<file path="src/rtl/ssd_display_arbiter_pkg.sv">
// Shared constants and types for the seven-segment display arbiter.
package ssd_pkg;

  localparam int SSD_DIGITS  = 4;
  localparam int SSD_DIGIT_W = 8;
  localparam int SSD_VALUE_W = SSD_DIGITS * SSD_DIGIT_W;
  localparam logic [SSD_VALUE_W-1:0] SSD_BLANK = 32'hFFFF_FFFF;

  typedef enum logic [1:0] {
    ARB_IDLE = 2'd0,
    ARB_HOLD = 2'd1,
    ARB_GAP  = 2'd2
  } ssd_arb_state_e;

endpackage

</file>
<file path="src/rtl/ssd_display_arbiter_if.sv">
// Requester/display bundle between the producer blocks and the arbiter.
interface ssd_display_arbiter_if
  import ssd_pkg::*;
#(
  parameter int NUM_REQ = 4
) ();

  localparam int IDX_W = $clog2(NUM_REQ);

  logic [NUM_REQ-1:0]             req;
  logic [NUM_REQ*SSD_VALUE_W-1:0] req_data;
  logic [NUM_REQ-1:0]             grant;
  logic [IDX_W-1:0]               owner;
  logic                           busy;
  logic [SSD_VALUE_W-1:0]         value_out;

  modport master (
    output req, req_data,
    input  grant, owner, busy, value_out
  );

  modport slave (
    input  req, req_data,
    output grant, owner, busy, value_out
  );

endinterface

</file>
<file path="src/rtl/ssd_display_arbiter_rr_picker.sv">
// Round-robin picker: first set request at or above start_i, wrapping at NUM_REQ.
module ssd_rr_picker #(
  parameter int NUM_REQ = 4,
  parameter int IDX_W   = $clog2(NUM_REQ)
) (
  input  logic [NUM_REQ-1:0] req_i,
  input  logic [IDX_W-1:0]   start_i,
  output logic               found_o,
  output logic [IDX_W-1:0]   idx_o
);

  // Scan NUM_REQ positions starting at start_i; the first hit wins.
  always_comb begin
    int unsigned k;
    k       = 0;
    found_o = 1'b0;
    idx_o   = '0;
    for (int i = 0; i < NUM_REQ; i++) begin
      k = (int'(start_i) + i) % NUM_REQ;
      if (!found_o && req_i[IDX_W'(k)]) begin
        found_o = 1'b1;
        idx_o   = IDX_W'(k);
      end
    end
  end

endmodule

</file>
<file path="src/rtl/ssd_display_arbiter.sv">
// Round-robin owner of the shared 4-digit seven-segment display with a
// minimum hold per owner. Optional blank gap between owners: SSD_ARB_GAP_EN.
//
//   state | meaning
//   IDLE  | no owner; arbitrate from rr_ptr, value_out frozen
//   HOLD  | owner granted; value_out tracks its data, hold_cnt counts up
//   GAP   | blank display between owners (SSD_ARB_GAP_EN only)
module ssd_display_arbiter
  import ssd_pkg::*;
#(
  parameter int                     NUM_REQ     = 4,
  parameter int                     HOLD_CYCLES = 100_000_000,
  parameter int                     GAP_CYCLES  = 10_000_000,
  parameter logic [SSD_VALUE_W-1:0] RESET_VALUE = SSD_BLANK
) (
  input logic                  clk,
  input logic                  rst,
  ssd_display_arbiter_if.slave bus
);

  localparam int IDX_W = $clog2(NUM_REQ);
  localparam int HC_W  = $clog2(HOLD_CYCLES + 1);
  localparam logic [HC_W-1:0] HOLD_LAST = HC_W'(HOLD_CYCLES - 1);
  localparam logic [HC_W-1:0] HOLD_MAX  = HC_W'(HOLD_CYCLES);

  localparam logic [1:0] ST_IDLE = ARB_IDLE;
  localparam logic [1:0] ST_HOLD = ARB_HOLD;
`ifdef SSD_ARB_GAP_EN
  localparam logic [1:0] ST_GAP  = ARB_GAP;
  localparam int GC_W = $clog2(GAP_CYCLES + 1);
  localparam logic [GC_W-1:0] GAP_LAST = GC_W'(GAP_CYCLES - 1);
`endif

  if (NUM_REQ < 2 || NUM_REQ > 8) begin : g_bad_num_req
    $error("ssd_display_arbiter: NUM_REQ must be 2..8");
  end
  if (HOLD_CYCLES < 1 || GAP_CYCLES < 1) begin : g_bad_cycles
    $error("ssd_display_arbiter: HOLD_CYCLES and GAP_CYCLES must be >= 1");
  end

  logic [1:0]             state_q, state_d;
  logic [NUM_REQ-1:0]     grant_q, grant_d;
  logic [IDX_W-1:0]       owner_q, owner_d;
  logic [IDX_W-1:0]       rr_ptr_q, rr_ptr_d;
  logic                   busy_q, busy_d;
  logic [SSD_VALUE_W-1:0] value_q, value_d;
  logic [HC_W-1:0]        hold_cnt_q, hold_cnt_d;
`ifdef SSD_ARB_GAP_EN
  logic [GC_W-1:0]        gap_cnt_q, gap_cnt_d;
`endif

  logic [SSD_VALUE_W-1:0] data_a [NUM_REQ];
  logic [IDX_W-1:0]       owner_nxt;
  logic [IDX_W-1:0]       pick_start;
  logic                   pick_found;
  logic [IDX_W-1:0]       pick_idx;

  for (genvar g = 0; g < NUM_REQ; g++) begin : g_data
    assign data_a[g] = bus.req_data[g*SSD_VALUE_W +: SSD_VALUE_W];
  end

  assign owner_nxt  = (owner_q == IDX_W'(NUM_REQ - 1)) ? '0 : owner_q + IDX_W'(1);
  // While holding, the search must start just past the owner; in IDLE it
  // resumes from wherever the last release left the pointer.
  assign pick_start = (state_q == ST_HOLD) ? owner_nxt : rr_ptr_q;

  ssd_rr_picker #(
    .NUM_REQ (NUM_REQ),
    .IDX_W   (IDX_W)
  ) u_picker (
    .req_i   (bus.req),
    .start_i (pick_start),
    .found_o (pick_found),
    .idx_o   (pick_idx)
  );

  // Next-state logic for arbitration, hold timing and the display value.
  always_comb begin
    state_d    = state_q;
    grant_d    = grant_q;
    owner_d    = owner_q;
    rr_ptr_d   = rr_ptr_q;
    busy_d     = busy_q;
    value_d    = value_q;
    hold_cnt_d = hold_cnt_q;
`ifdef SSD_ARB_GAP_EN
    gap_cnt_d  = gap_cnt_q;
`endif
    case (state_q)
      ST_IDLE: begin
        if (pick_found) begin
          state_d    = ST_HOLD;
          grant_d    = NUM_REQ'(1) << pick_idx;
          owner_d    = pick_idx;
          busy_d     = 1'b1;
          hold_cnt_d = '0;
          value_d    = data_a[pick_idx];
        end
      end
      ST_HOLD: begin
        // Release takes priority over any pending handover; value is frozen.
        if (!bus.req[owner_q]) begin
          grant_d  = '0;
          rr_ptr_d = owner_nxt;
`ifdef SSD_ARB_GAP_EN
          state_d   = ST_GAP;
          busy_d    = 1'b1;
          value_d   = RESET_VALUE;
          gap_cnt_d = GAP_LAST;
`else
          state_d   = ST_IDLE;
          busy_d    = 1'b0;
`endif
        end else if (hold_cnt_q >= HOLD_LAST && pick_found && pick_idx != owner_q) begin
`ifdef SSD_ARB_GAP_EN
          state_d    = ST_GAP;
          grant_d    = '0;
          rr_ptr_d   = owner_nxt;
          value_d    = RESET_VALUE;
          gap_cnt_d  = GAP_LAST;
`else
          grant_d    = NUM_REQ'(1) << pick_idx;
          owner_d    = pick_idx;
          hold_cnt_d = '0;
          value_d    = data_a[pick_idx];
`endif
        end else begin
          value_d = data_a[owner_q];
          if (hold_cnt_q != HOLD_MAX) hold_cnt_d = hold_cnt_q + HC_W'(1);
        end
      end
`ifdef SSD_ARB_GAP_EN
      ST_GAP: begin
        if (gap_cnt_q == '0) begin
          state_d = ST_IDLE;
          busy_d  = 1'b0;
        end else begin
          gap_cnt_d = gap_cnt_q - GC_W'(1);
        end
      end
`endif
      default: state_d = ST_IDLE;
    endcase
  end

  // State registers with synchronous active-high reset.
  always_ff @(posedge clk) begin
    if (rst) begin
      state_q    <= ST_IDLE;
      grant_q    <= '0;
      owner_q    <= '0;
      rr_ptr_q   <= '0;
      busy_q     <= 1'b0;
      value_q    <= RESET_VALUE;
      hold_cnt_q <= '0;
`ifdef SSD_ARB_GAP_EN
      gap_cnt_q  <= '0;
`endif
    end else begin
      state_q    <= state_d;
      grant_q    <= grant_d;
      owner_q    <= owner_d;
      rr_ptr_q   <= rr_ptr_d;
      busy_q     <= busy_d;
      value_q    <= value_d;
      hold_cnt_q <= hold_cnt_d;
`ifdef SSD_ARB_GAP_EN
      gap_cnt_q  <= gap_cnt_d;
`endif
    end
  end

  assign bus.grant     = grant_q;
  assign bus.owner     = owner_q;
  assign bus.busy      = busy_q;
  assign bus.value_out = value_q;

endmodule

</file>
<file path="src/flat_wrapper.sv">
// flat-port wrapper written by rule: the top's interface ports become plain ports
module ssd_display_arbiter_flat import ssd_pkg::*;
#(
  parameter int                     NUM_REQ     = 4,
  parameter int                     HOLD_CYCLES = 100_000_000,
  parameter int                     GAP_CYCLES  = 10_000_000,
  parameter logic [SSD_VALUE_W-1:0] RESET_VALUE = SSD_BLANK
)
  (clk, rst, bus_req, bus_req_data, bus_grant, bus_owner, bus_busy, bus_value_out);
  ssd_display_arbiter_if #(.NUM_REQ(NUM_REQ)) bus_i ();
  input logic clk;
  input logic rst;
  input wire logic [$bits(bus_i.req)-1:0] bus_req;
  input wire logic [$bits(bus_i.req_data)-1:0] bus_req_data;
  output wire logic [$bits(bus_i.grant)-1:0] bus_grant;
  output wire logic [$bits(bus_i.owner)-1:0] bus_owner;
  output wire logic [$bits(bus_i.busy)-1:0] bus_busy;
  output wire logic [$bits(bus_i.value_out)-1:0] bus_value_out;
  assign bus_i.req = bus_req;
  assign bus_i.req_data = bus_req_data;
  assign bus_grant = bus_i.grant;
  assign bus_owner = bus_i.owner;
  assign bus_busy = bus_i.busy;
  assign bus_value_out = bus_i.value_out;
  ssd_display_arbiter #(.NUM_REQ(NUM_REQ), .HOLD_CYCLES(HOLD_CYCLES), .GAP_CYCLES(GAP_CYCLES), .RESET_VALUE(RESET_VALUE)) u_core (.clk(clk), .rst(rst), .bus(bus_i));
endmodule
</file>
<file path="config.mk">
export PLATFORM = sky130hd
export DESIGN_NAME = ssd_display_arbiter_flat
export DESIGN_NICKNAME = d
export VERILOG_FILES = /design/src/rtl/ssd_display_arbiter_pkg.sv /design/src/rtl/ssd_display_arbiter_if.sv /design/src/rtl/ssd_display_arbiter_rr_picker.sv /design/src/rtl/ssd_display_arbiter.sv /design/src/flat_wrapper.sv
export SDC_FILE = /design/constraint.sdc
export NUM_CORES = 1
export LEC_CHECK = 0
export CELL_PAD_IN_SITES_DETAIL_PLACEMENT = 0
export CELL_PAD_IN_SITES_GLOBAL_PLACEMENT = 1
export CORE_ASPECT_RATIO = 0.9
export CORE_UTILIZATION = 37
export CTS_CLUSTER_DIAMETER = 50
export DETAILED_ROUTE_END_ITERATION = 16
export HOLD_SLACK_MARGIN = 0.06
export MAX_ROUTING_LAYER = met4
export PLACE_DENSITY_LB_ADDON = 0.05
export SYNTH_ARGS = -nofsm -noshare
export SYNTH_HDL_FRONTEND = slang
export SYNTH_HIERARCHICAL = 1
export SYNTH_SLANG_ARGS = --single-unit
</file>
<file path="constraint.sdc">
create_clock -name clk -period 8.1 [get_ports clk]
set_input_delay 0.81 -clock clk [delete_from_list [all_inputs] [get_ports clk]]
set_output_delay 0.81 -clock clk [all_outputs]
set_load 0.05 [all_outputs]
</file>
==> summary.md <==
| Metric | Value |
|---|---|
| Hold buffers post-CTS | `0` |
| GPL Wtd Cong | `0.873` |
| Cell Pwr Density | `199 mW/mm2` |
| Synth Flop Type | `dfxtp_1` |
| Final slew viol count | `0` |
| Syn Nets | `603` |
| CP Class | `flip-flop to flip-flop` |
| Largest net degree at the start of global routing | `39` |
| WHS | `478 ps` |
| Top cells by area, synth | `mux4_2, dfxtp_1, mux2i_1` |
| Worst EP required | `8310 ps` |
| Vias in the first global route | `4571` |
| Final Core Density | `55.0%` |
| Synthesized netlist cell count | `466` |
| Netlist cell types | `58` |
| Layout net count | `756` |
| Final Skew | `5.81 ps` |
| Worst Path Arrival | `4460 ps` |
| Synth top area share | `29.8%` |
| Total number of vias | `4345` |
| Area growth, synth to finish | `43.4%` |
| Post CTS Setup Buffer Count | `0` |
| Seq/Total Area, Yosys | `27.7%` |
| Reg clk slew, reported paths | `60 ps` |
| Initial DRC count | `101` |
| DRC viols | `0` |
| Total CTS buffers | `9` |
| Crit Path Max Fanout | `37` |
| Synth top cells by count | `dfxtp_1, mux4_2, nor2_1` |
| H-tree levels | `3` |
| Worst skew pair latency | `330 ps` |
| Worst reg2reg setup slack | `3850 ps` |
| Hpwl dp | `10100 um` |
| Effective utilization at floorplan | `38.3%` |
| Post-Route Setup TNS | `0 ps` |
| Row cnt | `39` |
| Cell with the most instances after synthesis | `dfxtp_1` |
| Total Routing Usage GR | `21.4%` |
| Layout cells sized above 1 | `17.6%` |
| Core ar. | `0.0128 mm2` |
| IO Port Bufs | `172` |
| Clk buf depth | `2` |
| Post-route setup slack | `3850 ps` |
| CTS tree | `yes` |
| FF+latch count, synth | `68` |
| ANT nets after route | `0` |
| Post-synth design cell area | `0.00492 mm2` |
| Static Leak | `2.45 nW` |
| Number of enable flip-flop cells after synthesis | `0` |
| Fmax | `0.235 GHz` |
| YS warnings | `6` |
| Slew Limit Headroom | `37.0%` |
| DR WL/cell | `17.4 um` |
| Slew @ Worst Pin | `945 ps` |
| Async S/R FF share, synth | `0%` |
| Avg Inst Size Synth | `10.6 um2` |
| Crit start category | `flip-flop` |
| Met1 WL | `5570 um` |
| Routed WL | `13700 um` |
| Status | `completed` |
| Worst Setup End Kind | `flip-flop` |
| IO Pins | `173` |
| Initial antenna violation count | `0` |
| Die height | `111 um` |
| HP Class | `flip-flop to flip-flop` |
| Top sig layer | `met4` |
| Post-Place Setup Slack | `3820 ps` |
| Die Wd | `124 um` |
| Vias per cell | `5.51` |
| Ant diodes | `0` |
| Highest ir drop seen on vdd | `0.000105 V` |
| First-pass GRT wire length | `21900 um` |
| DRT Pass-1 Iters | `5` |
| TritonCTS Sinks | `68` |
| GRT overflow | `0` |
| Wire length on met2 | `6890 um` |
| # Max-Cap Violations | `0` |
| Tcrit/Tclk final | `52.4%` |
| Min Clock Period, post-route | `4250 ps` |
| Unrepaired setup endpoints after global routing | `no` |
| Area of the die | `0.0138 mm2` |
| Post-CTS Resized | `0` |
| Met3 routed WL | `811 um` |
| Final setup fails | `0` |
| Area leader, netlist | `mux4_2` |
| Clock Root Buffer | `clkbuf_16` |
| Final hold vios | `0` |
[critical path: stages (launching register included)]
cell and delay (ps):
dfxtp_2 950, ha_1 390, mux2_2 310, a21oi_1 120
o21ai_0 170, a21oi_4 210, xor2_1 150, o21ai_0 150
and2_1 230, a31oi_4 590, buf_4 500, mux2i_1 250
a21oi_1 80
[layer usage]
metal / up-vias / track usage (%)
met3: 24 / 4.76
met4: 0 / 9.96
li1: 2102 / -
met5: - / -
met2: 127 / 35.2
met1: 2092 / 24.6
[per-stage QoR]
| step | cells | total power (W) | area, um2 |
|---|---|---|---|
| after global placement | 772 | 0.000989 | 6740 |
| after global routing | 788 | 0.00147 | 7050 |
| final | 788 | 0.00140 | 7050 |
| after floorplan | 466 | 0.000804 | 4920 |
| after detailed placement | 772 | 0.000996 | 6740 |
| after CTS | 788 | 0.00142 | 7050 |
[layout make-up]
cell class              count  area (um2)
well taps                 164         205
inverters                  16        60.1
fillers                  1182        5780
multi-input cells         346        3340
repair buffers            178        1770
clock buffers              11         243
clock inverters             5        75.1
flip-flops and latches     68        1360
[worst paths after layout]
kind / start / end / cells past startpoint
worst min register to register: u_core/bus.grant[2] / u_core/bus.grant[2] / 2
worst max-delay path: u_core/bus.owner[1] / u_core/bus.value_out[17] / 12
worst max register to register: u_core/bus.owner[1] / u_core/bus.value_out[17] / 12
worst min-delay path: u_core/bus.grant[2] / u_core/bus.grant[2] / 2
[cell families after synthesis]
kind of cell	synth area share, %
buf+inv	4.91
flops	27.7
compound gates	9.13
xor+xnor	3.38
simple gates	16.2
mux	38.0
fa+ha+maj	0.763
[power by group]
group	switching [W]	internal, W
combinational	0.000305	0.000279
clock	0.000144	0.000276
sequential	0.0000269	0.000371
total	0.000476	0.000927
[registers in the layout, indices dropped and copies added, names as in the netlist]
signal	flops
u_core/bus.grant	4
u_core/rr_ptr_q	2
u_core/bus.busy	1
u_core/bus.owner	2
u_core/hold_cnt_q	27
u_core/bus.value_out	32
[cells in the final DEF (no fill, tap or decap), drive strengths merged, types with 2 or more instances in the layout]
cell	netlist	final
clkdlybuf4s50	0	172
dfxtp	68	68
mux4	65	65
nor2	61	61
a21oi	44	44
mux2i	37	37
nand2	17	17
inv	16	16
xnor2	12	12
nand3	11	11
clkbuf	19	11
nand4	11	11
nor3	10	10
nor4	9	9
xor2	7	7
buf	17	6
nand2b	5	5
a31oi	5	5
and2	4	4
o21ai	4	4
and3	4	4
o32ai	4	4
clkinv	0	3
mux2	3	3
or4	3	3
nand3b	3	3
ha	3	3
bufinv	0	2
nor2b	2	2
or3	2	2
and4	2	2
o31ai	2	2
or2	2	2
a311oi	2	2
Power figures use the tool's default switching activity.
